==> config.mk <==
export PLATFORM = sky130hd
export DESIGN_NAME = ltssm_main_sequencer_flat
export DESIGN_NICKNAME = d
export VERILOG_FILES = /design/src/rtl/ltssm_main_sequencer_if.sv /design/src/rtl/ltssm_main_sequencer.sv /design/src/flat_wrapper.sv
export SDC_FILE = /design/constraint.sdc
export NUM_CORES = 1
export LEC_CHECK = 0
export ABC_AREA = 1
export CAP_MARGIN = 40
export CORE_MARGIN = 2
export CORE_UTILIZATION = 60
export CTS_BUF_LIST = sky130_fd_sc_hd__clkbuf_8
export DETAILED_ROUTE_END_ITERATION = 7
export PLACE_DENSITY = 0.82
export RECOVER_POWER = 25
export REMOVE_ABC_BUFFERS = 1
export SYNTH_ARGS = -nofsm -noshare
export SYNTH_HDL_FRONTEND = slang
export SYNTH_SLANG_ARGS = --single-unit
export TNS_END_PERCENT = 10
==> constraint.sdc <==
create_clock -name clk -period 6.37 [get_ports clk]
set_clock_uncertainty 0.1 [all_clocks]
set_input_delay 1.274 -clock clk [delete_from_list [all_inputs] [get_ports clk]]
set_output_delay 1.274 -clock clk [all_outputs]
set_load 0.01 [all_outputs]
==> src/rtl/ltssm_main_sequencer_if.sv <==
// Bundle between the LTSSM main sequencer and the Rx/Tx sub-LTSSMs.
// master: sequencer side (drives substate/link status); slave: sub-LTSSM side.
interface ltssm_main_sequencer_if;
    logic       rxFinish;
    logic       txFinish;
    logic [3:0] rxExitTo;
    logic [4:0] numberOfDetectedLanes;
    logic       directedDetect;
    logic [3:0] substate;
    logic [7:0] linkNumber;
    logic       linkUp;
    logic       stateChange;
    logic       timeoutEvent;

    modport master (
        input  rxFinish,
        input  txFinish,
        input  rxExitTo,
        input  numberOfDetectedLanes,
        input  directedDetect,
        output substate,
        output linkNumber,
        output linkUp,
        output stateChange,
        output timeoutEvent
    );

    modport slave (
        output rxFinish,
        output txFinish,
        output rxExitTo,
        output numberOfDetectedLanes,
        output directedDetect,
        input  substate,
        input  linkNumber,
        input  linkUp,
        input  stateChange,
        input  timeoutEvent
    );
endinterface

==> src/rtl/ltssm_main_sequencer.sv <==
// Top-level PCIe LTSSM sequencer: drives substate, applies per-state timeouts.
// Ports: clk, reset (async active-low), bus (master modport of the sub-LTSSM bundle).
module ltssm_main_sequencer #(
    parameter logic [7:0]         LINK_NUMBER    = 8'hBB,
    parameter int                 TIMER_W        = 24,
    parameter logic [TIMER_W-1:0] QUIET_TIMEOUT  = TIMER_W'(12),
    parameter logic [TIMER_W-1:0] POLL_TIMEOUT   = TIMER_W'(24),
    parameter logic [TIMER_W-1:0] CONFIG_TIMEOUT = TIMER_W'(32)
) (
    input  logic                   clk,
    input  logic                   reset,
    ltssm_main_sequencer_if.master bus
);

    typedef enum logic [3:0] {
        S_DET_QUIET   = 4'd0,
        S_DET_ACTIVE  = 4'd1,
        S_POLL_ACTIVE = 4'd2,
        S_POLL_CFG    = 4'd3,
        S_CFG_LWSTART = 4'd4,
        S_CFG_LWACC   = 4'd5,
        S_CFG_LNWAIT  = 4'd6,
        S_CFG_LNACC   = 4'd7,
        S_CFG_CMPL    = 4'd8,
        S_CFG_IDLE    = 4'd9,
        S_L0          = 4'd10
    } state_e;

    localparam logic [7:0] PAD = 8'hF7;

    state_e               state_q, state_d;
    logic [TIMER_W-1:0]   timer_q, timer_d;
    logic                 link_up_q, link_up_d;
    logic                 state_change_q, state_change_d;
    logic                 timeout_event_q, timeout_event_d;
    logic [7:0]           link_number_q, link_number_d;

    logic                 rx_ok;
    logic                 tx_ok;
    logic                 both_ok;
    logic                 exit_det;
    logic [TIMER_W-1:0]   limit;
    logic                 timed_out;
    logic                 enter;

    always_comb begin
        // Finish flags seen in the entry cycle may be stale from the
        // previous substate, so they are masked for that one cycle.
        rx_ok    = bus.rxFinish & ~state_change_q;
        tx_ok    = bus.txFinish & ~state_change_q;
        both_ok  = rx_ok & tx_ok;
        exit_det = rx_ok & (bus.rxExitTo == 4'd0);

        unique case (state_q)
            S_DET_QUIET:               limit = QUIET_TIMEOUT;
            S_POLL_ACTIVE, S_POLL_CFG: limit = POLL_TIMEOUT;
            S_CFG_LWSTART, S_CFG_LWACC,
            S_CFG_LNWAIT, S_CFG_LNACC,
            S_CFG_CMPL, S_CFG_IDLE:    limit = CONFIG_TIMEOUT;
            default:                   limit = '0;
        endcase
        timed_out = (limit != '0) && (timer_q == limit - TIMER_W'(1));

        state_d         = state_q;
        enter           = 1'b0;
        timeout_event_d = 1'b0;

        unique case (state_q)
            S_DET_QUIET: begin
                // Timeout is the normal exit here, so no timeoutEvent.
                if (rx_ok || timed_out) begin
                    state_d = S_DET_ACTIVE;
                    enter   = 1'b1;
                end else if (bus.directedDetect) begin
                    enter   = 1'b1;
                end
            end
            S_DET_ACTIVE: begin
                if (bus.directedDetect) begin
                    state_d = S_DET_QUIET;
                    enter   = 1'b1;
                end else if (tx_ok) begin
                    state_d = (bus.numberOfDetectedLanes != 5'd0)
                            ? S_POLL_ACTIVE : S_DET_QUIET;
                    enter   = 1'b1;
                end
            end
            S_POLL_ACTIVE, S_POLL_CFG, S_CFG_LWSTART, S_CFG_LWACC,
            S_CFG_LNWAIT, S_CFG_LNACC, S_CFG_CMPL: begin
                if (bus.directedDetect || exit_det) begin
                    state_d = S_DET_QUIET;
                    enter   = 1'b1;
                end else if (both_ok) begin
                    state_d = state_e'(state_q + 4'd1);
                    enter   = 1'b1;
                end else if (timed_out) begin
                    state_d         = S_DET_QUIET;
                    enter           = 1'b1;
                    timeout_event_d = 1'b1;
                end
            end
            S_CFG_IDLE: begin
                if (bus.directedDetect) begin
                    state_d = S_DET_QUIET;
                    enter   = 1'b1;
                end else if (both_ok) begin
                    state_d = S_L0;
                    enter   = 1'b1;
                end else if (timed_out) begin
                    state_d         = S_DET_QUIET;
                    enter           = 1'b1;
                    timeout_event_d = 1'b1;
                end
            end
            S_L0: begin
                if (bus.directedDetect || exit_det) begin
                    state_d = S_DET_QUIET;
                    enter   = 1'b1;
                end
            end
            default: begin
                state_d = S_DET_QUIET;
                enter   = 1'b1;
            end
        endcase

        // L0 has no timeout, so its timer is simply held.
        if (enter) begin
            timer_d = '0;
        end else if (state_q == S_L0 || timer_q == '1) begin
            timer_d = timer_q;
        end else begin
            timer_d = timer_q + TIMER_W'(1);
        end

        state_change_d = enter;
        link_up_d      = (state_d == S_L0);
        link_number_d  = (state_d >= S_CFG_LWSTART) ? LINK_NUMBER : PAD;
    end

    always_ff @(posedge clk or negedge reset) begin
        if (!reset) begin
            state_q         <= S_DET_QUIET;
            timer_q         <= '0;
            link_up_q       <= 1'b0;
            state_change_q  <= 1'b1;
            timeout_event_q <= 1'b0;
            link_number_q   <= PAD;
        end else begin
            state_q         <= state_d;
            timer_q         <= timer_d;
            link_up_q       <= link_up_d;
            state_change_q  <= state_change_d;
            timeout_event_q <= timeout_event_d;
            link_number_q   <= link_number_d;
        end
    end

    assign bus.substate     = state_q;
    assign bus.linkNumber   = link_number_q;
    assign bus.linkUp       = link_up_q;
    assign bus.stateChange  = state_change_q;
    assign bus.timeoutEvent = timeout_event_q;

endmodule
==> src/flat_wrapper.sv <==
// flat-port wrapper written by rule: the top's interface ports become plain ports
module ltssm_main_sequencer_flat 
#(
    parameter logic [7:0]         LINK_NUMBER    = 8'hBB,
    parameter int                 TIMER_W        = 24,
    parameter logic [TIMER_W-1:0] QUIET_TIMEOUT  = TIMER_W'(12),
    parameter logic [TIMER_W-1:0] POLL_TIMEOUT   = TIMER_W'(24),
    parameter logic [TIMER_W-1:0] CONFIG_TIMEOUT = TIMER_W'(32)
)
  (clk, reset, bus_rxFinish, bus_txFinish, bus_rxExitTo, bus_numberOfDetectedLanes, bus_directedDetect, bus_substate, bus_linkNumber, bus_linkUp, bus_stateChange, bus_timeoutEvent);
  ltssm_main_sequencer_if bus_i ();
  input  logic clk;
  input  logic reset;
  input wire logic [$bits(bus_i.rxFinish)-1:0] bus_rxFinish;
  input wire logic [$bits(bus_i.txFinish)-1:0] bus_txFinish;
  input wire logic [$bits(bus_i.rxExitTo)-1:0] bus_rxExitTo;
  input wire logic [$bits(bus_i.numberOfDetectedLanes)-1:0] bus_numberOfDetectedLanes;
  input wire logic [$bits(bus_i.directedDetect)-1:0] bus_directedDetect;
  output wire logic [$bits(bus_i.substate)-1:0] bus_substate;
  output wire logic [$bits(bus_i.linkNumber)-1:0] bus_linkNumber;
  output wire logic [$bits(bus_i.linkUp)-1:0] bus_linkUp;
  output wire logic [$bits(bus_i.stateChange)-1:0] bus_stateChange;
  output wire logic [$bits(bus_i.timeoutEvent)-1:0] bus_timeoutEvent;
  assign bus_i.rxFinish = bus_rxFinish;
  assign bus_i.txFinish = bus_txFinish;
  assign bus_i.rxExitTo = bus_rxExitTo;
  assign bus_i.numberOfDetectedLanes = bus_numberOfDetectedLanes;
  assign bus_i.directedDetect = bus_directedDetect;
  assign bus_substate = bus_i.substate;
  assign bus_linkNumber = bus_i.linkNumber;
  assign bus_linkUp = bus_i.linkUp;
  assign bus_stateChange = bus_i.stateChange;
  assign bus_timeoutEvent = bus_i.timeoutEvent;
  ltssm_main_sequencer #(.LINK_NUMBER(LINK_NUMBER), .TIMER_W(TIMER_W), .QUIET_TIMEOUT(QUIET_TIMEOUT), .POLL_TIMEOUT(POLL_TIMEOUT), .CONFIG_TIMEOUT(CONFIG_TIMEOUT)) u_core (.clk(clk), .reset(reset), .bus(bus_i));
endmodule
Word-level counts from Yosys, hierarchy flattened
Memory sizes are Yosys's and may differ from the RTL's.
Index checks and enable logic that the tools add are counted.
- input bits: 14
- memories: 1
- bits in registers: 39
- output and inout port bits: 15
- ROM bits: 64
- word-level logic and storage cells: 67
- memory list (memory ; depth ; bits a word ; rd ports ; clocked after memory_dff ; write ports ; RTL line ; source):
    (name not given) ; 16 ; 4 ; 1 ; 0 ; 0 ; ltssm_main_sequencer.sv:54 ; unique case (state_q)
- equal/unequal tests: 14
- muxes and demuxes: 28
- reduce and logical (&&, ||, !) cells: 9
- magnitude comparators: 1
- bitwise gates (word level): 5
- add/sub/neg operators: 3
- operator list (operator ; number):
    $mux 24 ; 2
    $mux 4 ; 9
    $add 24x1->24 const B ; 1
    $eq 24x24->1 ; 1
    $eq 24x24->1 const B ; 1
    $reduce_bool 24->1 ; 1
    $sub 24x1->24 const B ; 1
    $pmux 4 s5 ; 1
    $eq 4x3->1 const B ; 4
    $eq 4x4->1 const B ; 4
    $mux 1 ; 12
    $eq 4x2->1 const B ; 2
    $logic_not 4->1 ; 2
    $mux 7 ; 1
    $reduce_or 7->1 ; 1
    $pmux 1 s5 ; 1
    $reduce_bool 5->1 ; 1
    $add 4x1->4 const B ; 1
    $and 1x1->1 ; 4
    $eq 4x1->1 const B ; 1
    $ge 4x3->1 const B ; 1
    $logic_or 1x1->1 ; 3
    $mux 2 ; 1
    $ne 2x1->1 const B ; 1
    other kinds (3) ; 3

Logic depth before layout (Yosys ltp)
Gate-level depths: netlist of run 1.
An unclocked memory read counts as a cell.
- depth after elaboration: 10
- depth in mapped cells: 22
- gate-level depth less buffers: 21

Least setup slack after synthesis of run 1
Ideal clock, no wire load.
- path type: reg2reg
- start point: reg u_core.state_q[1], in the netlist u_core.bus.substate[1]
- end point: reg u_core.timer_q[0]
- library setup time: 0.124 ns
- stages on the path, launching flop included: 20
- setup slack: 3.754 ns
- buffers on the path: 2
- required time: 6.146 ns
- data arrival time: 2.392 ns
- clock period less this slack: 2.616 ns
- cell sequence: dfrtp_1 > buf_2 > inv_1 > ha_1 > nand2_4 > nand2_2 > inv_2 > ha_1 > nor2_1 > nor2_1 > nand2_1 > nor2_1 > nand3_1 > nor2_2 > nand2_4 > nand4_1 > nand2_2 > nand2_4 > buf_12 > nor2_4
- cells in the longest elaborated chain, start to end: 9
- elaborated cells between the ends (all ways): 27
- classes of those cells: 1 x add/sub; 12 x eq/ne; 7 x mux; 6 x reduce/logical; 1 x memory
- ends and longest elaborated chain (what ; RTL line ; source):
    start: declaration ; ltssm_main_sequencer.sv:31 ; state_e state_q, state_d;
    start signal: assignment ; ltssm_main_sequencer.sv:150 ; state_q <= state_d;
    $mem_v2 16x4 ; - ;
    $sub 24x1->24 ; ltssm_main_sequencer.sv:62 ; timed_out = (limit != '0) && (timer_q == limit - TIMER_W'(1));
    $eq 24x24->1 ; ltssm_main_sequencer.sv:62 ;
    $logic_and 1x1->1 ; ltssm_main_sequencer.sv:62 ;
    $mux 1 ; ltssm_main_sequencer.sv:96, ltssm_main_sequencer.sv:109 ;
    $mux 1 ; ltssm_main_sequencer.sv:93 ; end else if (both_ok) begin
    $mux 1, on equally long branches ; ltssm_main_sequencer.sv:103, ltssm_main_sequencer.sv:90 ;
    $pmux 1 s5 ; ltssm_main_sequencer.sv:68 ; unique case (state_q)
    $ne 2x1->1 (no source line) or $mux 24 (tied branches) ; - ;
    end signal: assignment ; ltssm_main_sequencer.sv:151 ; timer_q <= timer_d;
    end: declaration ; ltssm_main_sequencer.sv:32 ; logic [TIMER_W-1:0] timer_q, timer_d;
Parallel ways exist; a longest one is shown, timed or not.
A chain may end at the register's enable or synchronous reset.

Final worst setup path of run 1
- start point: reg u_core.state_q[1], in the netlist u_core.bus.substate[1]
- end point: reg u_core.timer_q[20]
The elaborated chain is that of the path after synthesis.

==> reports/metrics.csv, run 1 <==
stage,metric,value,unit
placed_design,port bufs,23,
cts,CTS sink cnt,33,
placed_design,gp weighted congestion,0.848,
drt,routed wire length,5350,um
floorplan,Die Height,69.4,um
cts,postcts setup bufs,0,
sta,Fin. Hold Viols,0,
setup_path,CP max stage cell,dfrtp_1,
floorplan,Initial Utilization,63.2,%
sta,highest clock rate,307,MHz
cells_and_area,Area growth syn-to-layout,12.5,%
global_route,largest net degree at the start of global routing,34,
cells_and_area,share of cells above drive strength 1,13.0,%
cells_and_area,Multi-input gate area,1470,um^2
power,Sw Share,46.6,%
global_route,initial antenna violation count,0,
cells_and_area,sequential cell area,828,um^2
power,maximum VDD drop,247,uV
cts,"Clk Latency, worst-skew pair",0.30,ns
sta,relative slew slack,-15.8,%
synthesis,Mean Syn Cell Area,7.46,um^2
cts,htree depth,2,
setup_path,Crit path required time,6.42,ns
drt,Vias/cell,5.31,
synthesis,Syn Std Cell Area,2560,um^2
drt,drt wl/cell,12.8,um
drt,First DRT Iteration DRCs,218,
power,Power Density,321,nW/um^2
drt,# DRC,0,
sta,Final setup viols,0,
placed_design,area of placed instances,2770,um^2
power,Sw Pwr,0.433,mW
cells_and_area,Finished Layout Cells,419,
cells_and_area,post-route cell area,2890,um^2
sta,RSZ-0062 raised after global routing,no,
sta,Hold WS,0.504,ns
setup_path,CP max stage delay,0.61,ns
synthesis,library cells used by synthesis,32,
sta,min Tclk post-route,3.26,ns
outcome,failing checks,"max-capacitance violations, max-slew violations",
setup_path,crit path DAT,3.31,ns
global_route,vias in the first global route,2097,
cells_and_area,Nets,390,
global_route,total gr overflow,0,
setup_path,Worst Path Buf+Inv,3,
setup_path,CP dominant cell by count,nor2_1,
setup_path,Crit Path Max Fanout,23,
setup_path,Worst path top cell family by delay,simple AND/OR/NAND/NOR gates,
cts,hold buffers post-CTS,0,
run,max cap viols,1,
setup_path,CP cell instances,inv_1 -> ha_1 -> inv_1 -> o21ai_1 -> nand2_2 -> inv_2 -> ha_1 -> nor2_1 -> nor2_1 -> nand2_1 -> nor2_1 -> nand3_1 -> nor2_2 -> nand2_4 -> nand4_1 -> nand2_2 -> nand2_4 -> nor2_1,
power,Int Pwr,0.495,mW
sta,setup tns final,0,ns
floorplan,die area,4810,um^2
synthesis,"FF+latch count, synth",33,
cts,Clock Tree Buf Depth,2,
cts,Post-CTS Resized,0,
power,Clock Power Share,21.9,%
outcome,status,finished with violations,
power,combinational power share,51.0,%
drt,Vias,2224,
cts,Clock Tree Root,clkbuf_8,
sta,Least-Margin Pin Slew,1.74,ns
cts,clock transition at the registers of the reported paths,0.06,ns
cts,CTS tree,done,
floorplan,core area,4060,um^2
setup_path,Worst Setup End Kind,flop,
cells_and_area,Fillers,355,
power,share of power burned in registers,27.2,%
floorplan,io pins,29,
cts,cts bufs inserted,5,
cells_and_area,diodes inserted,0,
setup_path,Setup crit start kind,flop,
floorplan,die width,69.4,um
sta,Max Slew Vio Count,34,
hold_path,HP Class,flop to flop,
drt,1st-pass router iterations,5,
synthesis,sequential share of the synthesized area,32.3,%
sta,Final Cycle Share,51.2,%
global_route,Global Route Usage Sum,23.6,%
synthesis,total number of yosys warnings,0,
synthesis,Mapped Cells,344,
global_route,first-pass GRT wire length,9210,um
floorplan,# rows,23,
setup_path,CP Class,flop to flop,
placed_design,DP HPWL,3960,um
power,Leakage,1.31,nW
drt,Final ANT Viol Nets,0,
placed_design,DP Cell Count,411,
## placed cells by master (no fill, tap or decap), drive strengths merged, types with 2 or more instances in the layout
cell type	n
clkdlybuf4s50	22
nor3	9
a21oi	5
conb	5
xnor2	4
dfrtp	31
inv	49
clkbuf	7
dfstp	2
nand2	81
o21ai	5
nand4	11
xor2	19
ha	8
nand3	28
nor2	76
## power by group through the flow
stage	clock network [mW]	logic (mW)	registers [mW]
after detailed placement	0	0.468	0.255
after floorplan	0	0.368	0.254
final	0.203	0.473	0.252
after CTS	0.206	0.474	0.251
after global routing	0.217	0.522	0.255
after global placement	0	0.456	0.255
## logic make-up (layout without fill, tap and decap cells)
group	Yosys count	count (layout)	synth area share [%]
buffers and inverters	59	80	11.2
adder cells (fa/ha/maj)	8	8	3.90
AND/OR/NAND/NOR	207	207	41.3
other	1	5	0.146
XOR/XNOR	23	23	7.85
AO/OA/AOI/OAI	13	13	3.37
flip-flops	33	33	32.3
## path summary, 6_finish.rpt
path	startpoint	to	slack, ns	cells past startpoint
hold / removal	u_core.timer_q[23]	u_core.timer_q[23]	0.50	2
max in group asynchronous	reset	u_core.timer_q[15]	3.29	2
setup / recovery	u_core.bus.substate[1]	u_core.timer_q[20]	3.11	18
min in group asynchronous	reset	u_core.bus.timeoutEvent	1.87	2
setup reg to reg	u_core.bus.substate[1]	u_core.timer_q[20]	3.11	18
hold reg to reg	u_core.timer_q[23]	u_core.timer_q[23]	0.50	2
## per-layer routing
layer | up-vias | global-route usage [%] | wire length (um)
li1 | 1108 | - | -
met1 | 1011 | 32.4 | 2510
met2 | 88 | 36.6 | 2380
met3 | 17 | 4.51 | 334
met4 | 0 | 9.80 | 123
met5 | - | 0 | 0
## worst reg2reg max path, stage by stage, from the launching register on
cell and delay [ns]:
dfrtp_1 0.61, inv_1 0.18, ha_1 0.22, inv_1 0.07, o21ai_1 0.08, nand2_2 0.08, inv_2 0.05, ha_1 0.30
nor2_1 0.04, nor2_1 0.11, nand2_1 0.07, nor2_1 0.08, nand3_1 0.09, nor2_2 0.14, nand2_4 0.11, nand4_1 0.10
nand2_2 0.10, nand2_4 0.48, nor2_1 0.12
## final cells by class
class	instances	area share [%]
multi-input cells	256	50.8
flip-flops and latches	33	28.7
repair buffers	24	8.11
inverters	48	6.24
clock buffers	6	2.86
well taps	50	2.17
clock inverters	2	1.17
## stage by stage
step / utilization (%) / total power [mW] / worst slack (ns)
global placement: 68.4 / 0.711 / 2.92
global route: 71.1 / 0.993 / 2.83
detailed placement: 68.4 / 0.723 / 2.81
CTS: 71.2 / 0.931 / 3.12
finish: 71.1 / 0.928 / 3.11
floorplan: - / 0.621 / 3.53
## registers in the layout (all words and copies together), names as in the netlist
name	cells
u_core.timer_q	24
u_core.bus.substate	4
u_core.bus.linkNumber	2
u_core.bus.linkUp	1
u_core.bus.stateChange	1
u_core.bus.timeoutEvent	1
## cells in the mapped netlist
| master | number | area [um^2] |
|---|---|---|
| o21ai_1 | 1 | 5.00 |
| inv_1 | 43 | 161 |
| dfrtp_1 | 31 | 776 |
| nand3_2 | 1 | 10.0 |
| o21ai_0 | 4 | 20.0 |
| xor2_1 | 19 | 166 |
| nand3_1 | 27 | 135 |
| inv_2 | 5 | 18.8 |
| nor2_2 | 3 | 18.8 |
| a21oi_4 | 1 | 16.3 |
| nor4_1 | 1 | 6.26 |
| nor2_1 | 53 | 199 |
| conb_1 | 1 | 3.75 |
| buf_12 | 2 | 40.0 |
| o31ai_1 | 1 | 7.51 |
| nand2_2 | 4 | 25.0 |
| nand2_1 | 73 | 274 |
| buf_2 | 2 | 10.0 |
| nand4_1 | 11 | 68.8 |
| nor2_4 | 20 | 225 |
| nand2_4 | 4 | 45.0 |
| a21oi_1 | 3 | 15.0 |
| nor3_1 | 9 | 45.0 |
| buf_4 | 6 | 45.0 |
| o21bai_1 | 1 | 7.51 |
| a21oi_2 | 1 | 8.76 |
| and3_1 | 1 | 6.26 |
| xnor2_1 | 4 | 35.0 |
| o22ai_1 | 1 | 6.26 |
| ha_1 | 8 | 100 |
| buf_6 | 1 | 11.3 |
| dfstp_2 | 2 | 52.6 |
Power figures use the tool's default switching activity.
==> run 2: changes to the inputs <==
CORE_UTILIZATION = 53   (was 60)
PLACE_DENSITY = 0.77   (was 0.82)
clock period = 2.78 ns   (was 6.37 ns; I/O delays follow)
==> run 2 against run 1 <==
The run now ends clean. Core utilization shrank 5.3 points. Largest cell class unchanged. Worst setup slack lost 2.9 ns. Cell area grew 7.0%. Non-clock buffer count grew 13. Critical path type unchanged. Sequential cell count is the same. Via count grew 5.4%. Clock-buffer cell count is the same. Global-route usage shrank 1.5 points. Sequential power grew 120%. Final cell count grew 4.3%. Combinational power grew to 3.3 times the previous value. First-iteration DRC count grew 13%.
==> reports/metrics.csv, run 2 (synthesis results as in run 1) <==
stage,metric,value,unit,change
global_route,initial antenna violation count,0,,unchanged
floorplan,Die Height,73.6,um,+6.0%
setup_path,CP max stage delay,0.45,ns,-0.16 ns
cts,CTS sink cnt,33,,unchanged
sta,Fin. Hold Viols,0,,unchanged
floorplan,core area,4690,um^2,+16%
cells_and_area,Nets,404,,+3.6%
floorplan,Initial Utilization,54.7,%,-8.5 points
setup_path,CP cell instances,ha_2 -> inv_1 -> o21ai_2 -> nand2_2 -> inv_2 -> ha_1 -> nor2_1 -> nor2_1 -> nand2_1 -> nor2_1 -> nand3_1 -> nor2_4 -> nand2_4 -> nand4_1 -> nand2_2 -> nand2_4 -> clkbuf_16 -> nor2_4,,
setup_path,CP Class,flop to flop,,
floorplan,# rows,25,,+8.7%
hold_path,HP Class,flop to flop,,
global_route,total gr overflow,0,,unchanged
placed_design,gp weighted congestion,0.893,,+5.3%
floorplan,io pins,29,,unchanged
sta,Least-Margin Pin Slew,0.831,ns,-0.906 ns
cts,CTS tree,done,,
run,max cap viols,0,,-1
cts,"Clk Latency, worst-skew pair",0.29,ns,about the same
cells_and_area,most frequent cells in the layout,"nand2_1 (73), nor2_1 (51), inv_1 (42)",,
cts,Clock Tree Root,clkbuf_8,,
cells_and_area,"commonest non-fill, non-tap cell in the layout",nand2_1,,
power,maximum VDD drop,491,uV,+99%
setup_path,Crit path required time,2.86,ns,-3.56 ns
drt,met2 wire len,2830,um,+19%
drt,Final ANT Viol Nets,0,,unchanged
setup_path,Worst Setup End Kind,flop,,
drt,1st-pass router iterations,5,,unchanged
drt,Vias/cell,5.36,,+1.0%
drt,First DRT Iteration DRCs,247,,+13%
drt,met3 WL,376,um,+13%
global_route,first-pass GRT wire length,9140,um,-0.83%
cts,Clock Tree Buf Depth,2,,unchanged
cells_and_area,post-layout util,65.8,%,-5.3 points
setup_path,Crit Path Max Fanout,6,,-74%
sta,Max Slew Vio Count,0,,-100%
cts,clock transition at the registers of the reported paths,0.07,ns,about the same
cells_and_area,diodes inserted,0,,unchanged
floorplan,die width,73.6,um,+6.0%
global_route,largest net degree at the start of global routing,34,,unchanged
cells_and_area,Area growth syn-to-layout,20.4,%,
drt,met1 WL,2570,um,+2.2%
global_route,vias in the first global route,2077,,-0.95%
drt,routed wire length,5880,um,+9.8%
sta,Final setup viols,0,,unchanged
drt,drt wl/cell,13.5,um,+5.3%
setup_path,CP max stage cell,dfrtp_2,,
drt,# DRC,0,,unchanged
power,Leakage,1.40,nW,+6.9%
cells_and_area,Largest register FFs,24,,unchanged
power,Power Density,846,nW/um^2,+160%
floorplan,die area,5410,um^2,+12%
setup_path,Setup crit start kind,flop,,
cells_and_area,Largest Register,u_core.timer_q,,
global_route,Global Route Usage Sum,22.2,%,-1.5 points
placed_design,port bufs,23,,unchanged
drt,Vias,2343,,+5.4%
sta,highest clock rate,382,MHz,+25%
drt,Top Layer Used,met4,,
cells_and_area,share of cells above drive strength 1,18.8,%,+5.8 points
cts,cts bufs inserted,5,,unchanged
outcome,status,"complete, no violations",,
sta,relative slew slack,44.6,%,+60 points
setup_path,crit path DAT,2.69,ns,-0.62 ns
sta,min Tclk post-route,2.62,ns,-0.643 ns
power,total power,2.61,mW,+180%
sta,Final Cycle Share,94.2,%,+43 points
cts,htree depth,2,,unchanged
placed_design,DP HPWL,4160,um,+5.2%
setup_path,CP dominant cell by count,nor2_1,,
run 2: cell count changes in the layout (fill, tap and decap cells not counted), moves of 2 or more:
cell / change
inv_2: +2
dfrtp_1: -2
clkbuf_16: +2
dfrtp_2: +2
nor2_1: -2
inv_1: -2
buf_4: +9
ha_1: -2
buf_12: +2
run 2: critical path, delay by kind of cell (launching register included):
kind	cells	cell delay [ns]
AO/OA/AOI/OAI	1	0.06
adder cells (fa/ha/maj)	2	0.50
buffers and inverters	3	0.34
flip-flops	1	0.45
AND/OR/NAND/NOR	12	1.07
run 2: final cells by class:
type,count,area [um^2]
fill,385,1600
multi-input combinational,257,1500
sequential,33,831
timing repair buffer,37,393
inverter,48,180
clock buffer,6,82.6
tap,54,67.6
clock inverter,2,33.8
run 2: repair_timing:
| item | 4_1_cts | 5_1_grt |
|---|---|---|
| endpoints found under the setup margin | 0 | 26 |
| hold buffers | 0 | 0 |
| setup buffers | 0 | 6 |
| resized for setup | 0 | 11 |
run 2: worst paths after layout:
| path | endpoint | cells after the start | slack (ns) | start |
|---|---|---|---|---|
| min in group asynchronous | u_core.bus.linkUp | 2 | 0.79 | reset |
| max reg2reg | u_core.timer_q[12] | 18 | 0.16 | u_core.bus.substate[0] |
| max in group asynchronous | u_core.bus.substate[3] | 2 | 1.22 | reset |
| min reg2reg | u_core.timer_q[23] | 2 | 0.48 | u_core.timer_q[23] |
| min | u_core.timer_q[23] | 2 | 0.48 | u_core.timer_q[23] |
| max | u_core.timer_q[12] | 18 | 0.16 | u_core.bus.substate[0] |
run 2: metal layers:
layer | track usage [%] | vias up
met5 | 0 | -
met4 | 10.1 | 0
met3 | 4.39 | 12
met2 | 35.1 | 103
met1 | 29.1 | 1086
li1 | - | 1142
run 2: through the flow:
| stage | cells | TNS (ns) | hold slack (ns) | cell area, um^2 | setup WS, ns |
|---|---|---|---|---|---|
| global route | 437 | -0.437 | 0.512 | 3090 | -0.0412 |
| detailed placement | 420 | 0 | 0.464 | 2840 | 0.105 |
| finish | 437 | 0 | 0.479 | 3090 | 0.161 |
| CTS | 428 | 0 | 0.483 | 2960 | 0.0924 |
| global placement | 420 | 0 | 0.458 | 2840 | 0.217 |
| floorplan | 337 | -0.176 | 0.160 | 2470 | -0.0587 |
run 2: power breakdown:
group	internal (mW)	total, mW	switching, mW	leakage, nW
logic	0.674	1.58	0.909	0.894
clock network	0.289	0.469	0.180	0.0626
registers	0.523	0.559	0.0363	0.447
total	1.49	2.61	1.13	1.40
==> run 3: changes to the inputs <==
CORE_MARGIN = 1.5   (was 2)
==> run 3 against run 2 <==
Cell area increased by 0.57%. Fmax increased by 1.1%. Largest power group unchanged. Core utilization increased by 0.37 points. Clock-buffer cell count unchanged. Largest cell class unchanged. Sequential cell count unchanged.
==> reports/metrics.csv, run 3 (synthesis results as in run 1) <==
stage,metric,value,unit,change
global_route,first-pass GRT wire length,9250,um,+1.2%
cells_and_area,Largest Register,u_core.timer_q,,
hold_path,worst hold stages,2,,unchanged
hold_path,hold path endpoint,u_core.timer_q[23],,
cells_and_area,Largest register FFs,24,,unchanged
setup_path,R2R Path Start,u_core.bus.substate[1],,
cts,CTS tree,done,,
global_route,initial antenna violation count,0,,unchanged
sta,Hold WS,0.480,ns,+0.00103 ns
setup_path,crit path DAT,2.72,ns,+0.03 ns
cells_and_area,post-route cell area,3110,um^2,+0.57%
sta,Final Cycle Share,93.2,%,-1.0 points
placed_design,port bufs,23,,unchanged
cts,Clock Tree Buf Depth,2,,unchanged
placed_design,gp weighted congestion,0.956,,+7.1%
run,max cap viols,0,,unchanged
floorplan,Die Height,72.6,um,-1.4%
drt,Vias,2336,,-0.30%
global_route,largest net degree at the start of global routing,34,,unchanged
setup_path,Worst Setup End Kind,flop,,
cts,Clock Tree Root,clkbuf_8,,
global_route,Global Route Usage Sum,22.7,%,+0.51 points
drt,drt wl/cell,13.5,um,+0.48%
cells_and_area,share of cells above drive strength 1,19.7,%,+0.94 points
cts,cts bufs inserted,5,,unchanged
floorplan,# rows,25,,unchanged
placed_design,area of placed instances,2860,um^2,+0.79%
cts,"Clk Latency, worst-skew pair",0.29,ns,about the same
sta,Fin. Hold Viols,0,,unchanged
setup_path,Worst R2R End,u_core.timer_q[20],,
global_route,vias in the first global route,2139,,+3.0%
sta,Max Slew Vio Count,0,,unchanged
sta,RSZ-0062 raised after global routing,yes,,
floorplan,core area,4690,um^2,unchanged
power,maximum VDD drop,791,uV,+61%
cts,htree depth,2,,unchanged
global_route,total gr overflow,0,,unchanged
cts,CTS sink cnt,33,,unchanged
drt,Vias/cell,5.26,,-1.9%
floorplan,die width,72.6,um,-1.4%
cells_and_area,Area growth syn-to-layout,21.1,%,
setup_path,CP Class,flop to flop,,
floorplan,Initial Utilization,54.7,%,unchanged
setup_path,Setup crit start kind,flop,,
drt,Final ANT Viol Nets,0,,unchanged
drt,# DRC,0,,unchanged
sta,Final setup viols,0,,unchanged
outcome,status,"complete, no violations",,
power,Leakage,1.43,nW,+1.5%
setup_path,Crit path required time,2.91,ns,+0.05 ns
power,Power Density,832,nW/um^2,-1.7%
sta,Least-Margin Pin Slew,0.799,ns,-0.0318 ns
cells_and_area,most frequent cells in the layout,"nand2_1 (73), nor2_1 (52), inv_1 (42)",,
sta,relative slew slack,46.7,%,+2.1 points
floorplan,io pins,29,,unchanged
power,total power,2.58,mW,-1.1%
placed_design,DP HPWL,4190,um,+0.62%
hold_path,HP Class,flop to flop,,
drt,1st-pass router iterations,5,,unchanged
hold_path,Hold Crit Start,u_core.timer_q[23],,
drt,First DRT Iteration DRCs,206,,-17%
sta,highest clock rate,386,MHz,+1.1%
sta,min Tclk post-route,2.59,ns,-0.0277 ns
setup_path,flop2flop setup slack,0.19,ns,+0.03 ns
cells_and_area,diodes inserted,0,,unchanged
drt,routed wire length,6000,um,+2.1%
cells_and_area,Nets,411,,+1.7%
floorplan,die area,5270,um^2,-2.7%
cts,clock transition at the registers of the reported paths,0.07,ns,about the same
setup_path,Crit Path Max Fanout,6,,unchanged
cts,hold buffers post-CTS,0,,unchanged
cells_and_area,"commonest non-fill, non-tap cell in the layout",nand2_1,,
setup_path,R2R cell count,19,,+1
-- run 3: how the worst max path moves through the flow --
| stage | startpoint | to | slack (ns) | cells past startpoint |
|---|---|---|---|---|
| global route | u_core.bus.substate[1] | u_core.timer_q[23] | -0.04 | 19 |
| finish | u_core.bus.substate[1] | u_core.timer_q[20] | 0.19 | 19 |
| floorplan | u_core.bus.substate[1] | u_core.timer_q[11] | -0.06 | 18 |
| global placement | u_core.bus.substate[3] | u_core.timer_q[2] | 0.12 | 17 |
| detailed placement | u_core.bus.substate[3] | u_core.timer_q[6] | 0.08 | 17 |
| CTS | u_core.bus.substate[3] | u_core.timer_q[6] | 0.05 | 17 |
-- run 3: metal layers --
| layer | wire (um) | share of wire, % | track usage [%] | vias to the layer above |
|---|---|---|---|---|
| met3 | 411 | 6.8 | 5.56 | 10 |
| li1 | - | - | - | 1149 |
| met2 | 2750 | 46 | 35.7 | 93 |
| met4 | 96 | 1.6 | 9.64 | 0 |
| met1 | 2740 | 46 | 29.7 | 1084 |
| met5 | 0 | 0 | 0 | - |
-- run 3: cell type report --
| class | instances | area, um^2 |
|---|---|---|
| fillers | 404 | 1590 |
| multi-input cells | 257 | 1500 |
| flip-flops and latches | 33 | 830 |
| repair buffers | 44 | 410 |
| inverters | 48 | 180 |
| clock buffers | 6 | 82.6 |
| well taps | 54 | 67.6 |
| clock inverters | 2 | 33.8 |
-- run 3: report_power, final --
group          leakage, nW  switching [mW]  internal [mW]
Sequential           0.448          0.0359          0.522
Combinational        0.914           0.921          0.639
Clock               0.0626           0.176          0.288
Total                 1.43            1.13           1.45
-- run 3: timing repair --
| action | 4_1_cts | 5_1_grt |
|---|---|---|
| endpoints found under the setup margin | 0 | 26 |
| setup buffers | 0 | 12 |
| resized for setup | 0 | 9 |
-- run 3: metrics by stage --
step	util, %	std cells	setup slack (ns)	setup TNS, ns
2_1_floorplan	-	337	-0.0587	-0.176
3_3_place_gp	61.0	423	0.119	0
3_5_place_dp	61.0	423	0.0808	0
4_1_cts	63.5	431	0.0532	0
5_1_grt	66.2	444	-0.0413	-0.459
6_report	66.2	444	0.189	0
-- run 3: worst max-delay path, cell delays in order (launching register included) --
cell,delay [ns]
dfrtp_1,0.40
inv_2,0.10
ha_2,0.18
inv_1,0.05
o21ai_2,0.12
nand2_2,0.06
inv_2,0.07
ha_1,0.23
nor2_1,0.09
nor2_1,0.04
nand2_1,0.06
nor2_1,0.04
nand3_1,0.07
nor2_2,0.06
nand2_4,0.09
nand3_2,0.09
a21oi_4,0.32
nand2_8,0.12
buf_4,0.15
nor2_1,0.09
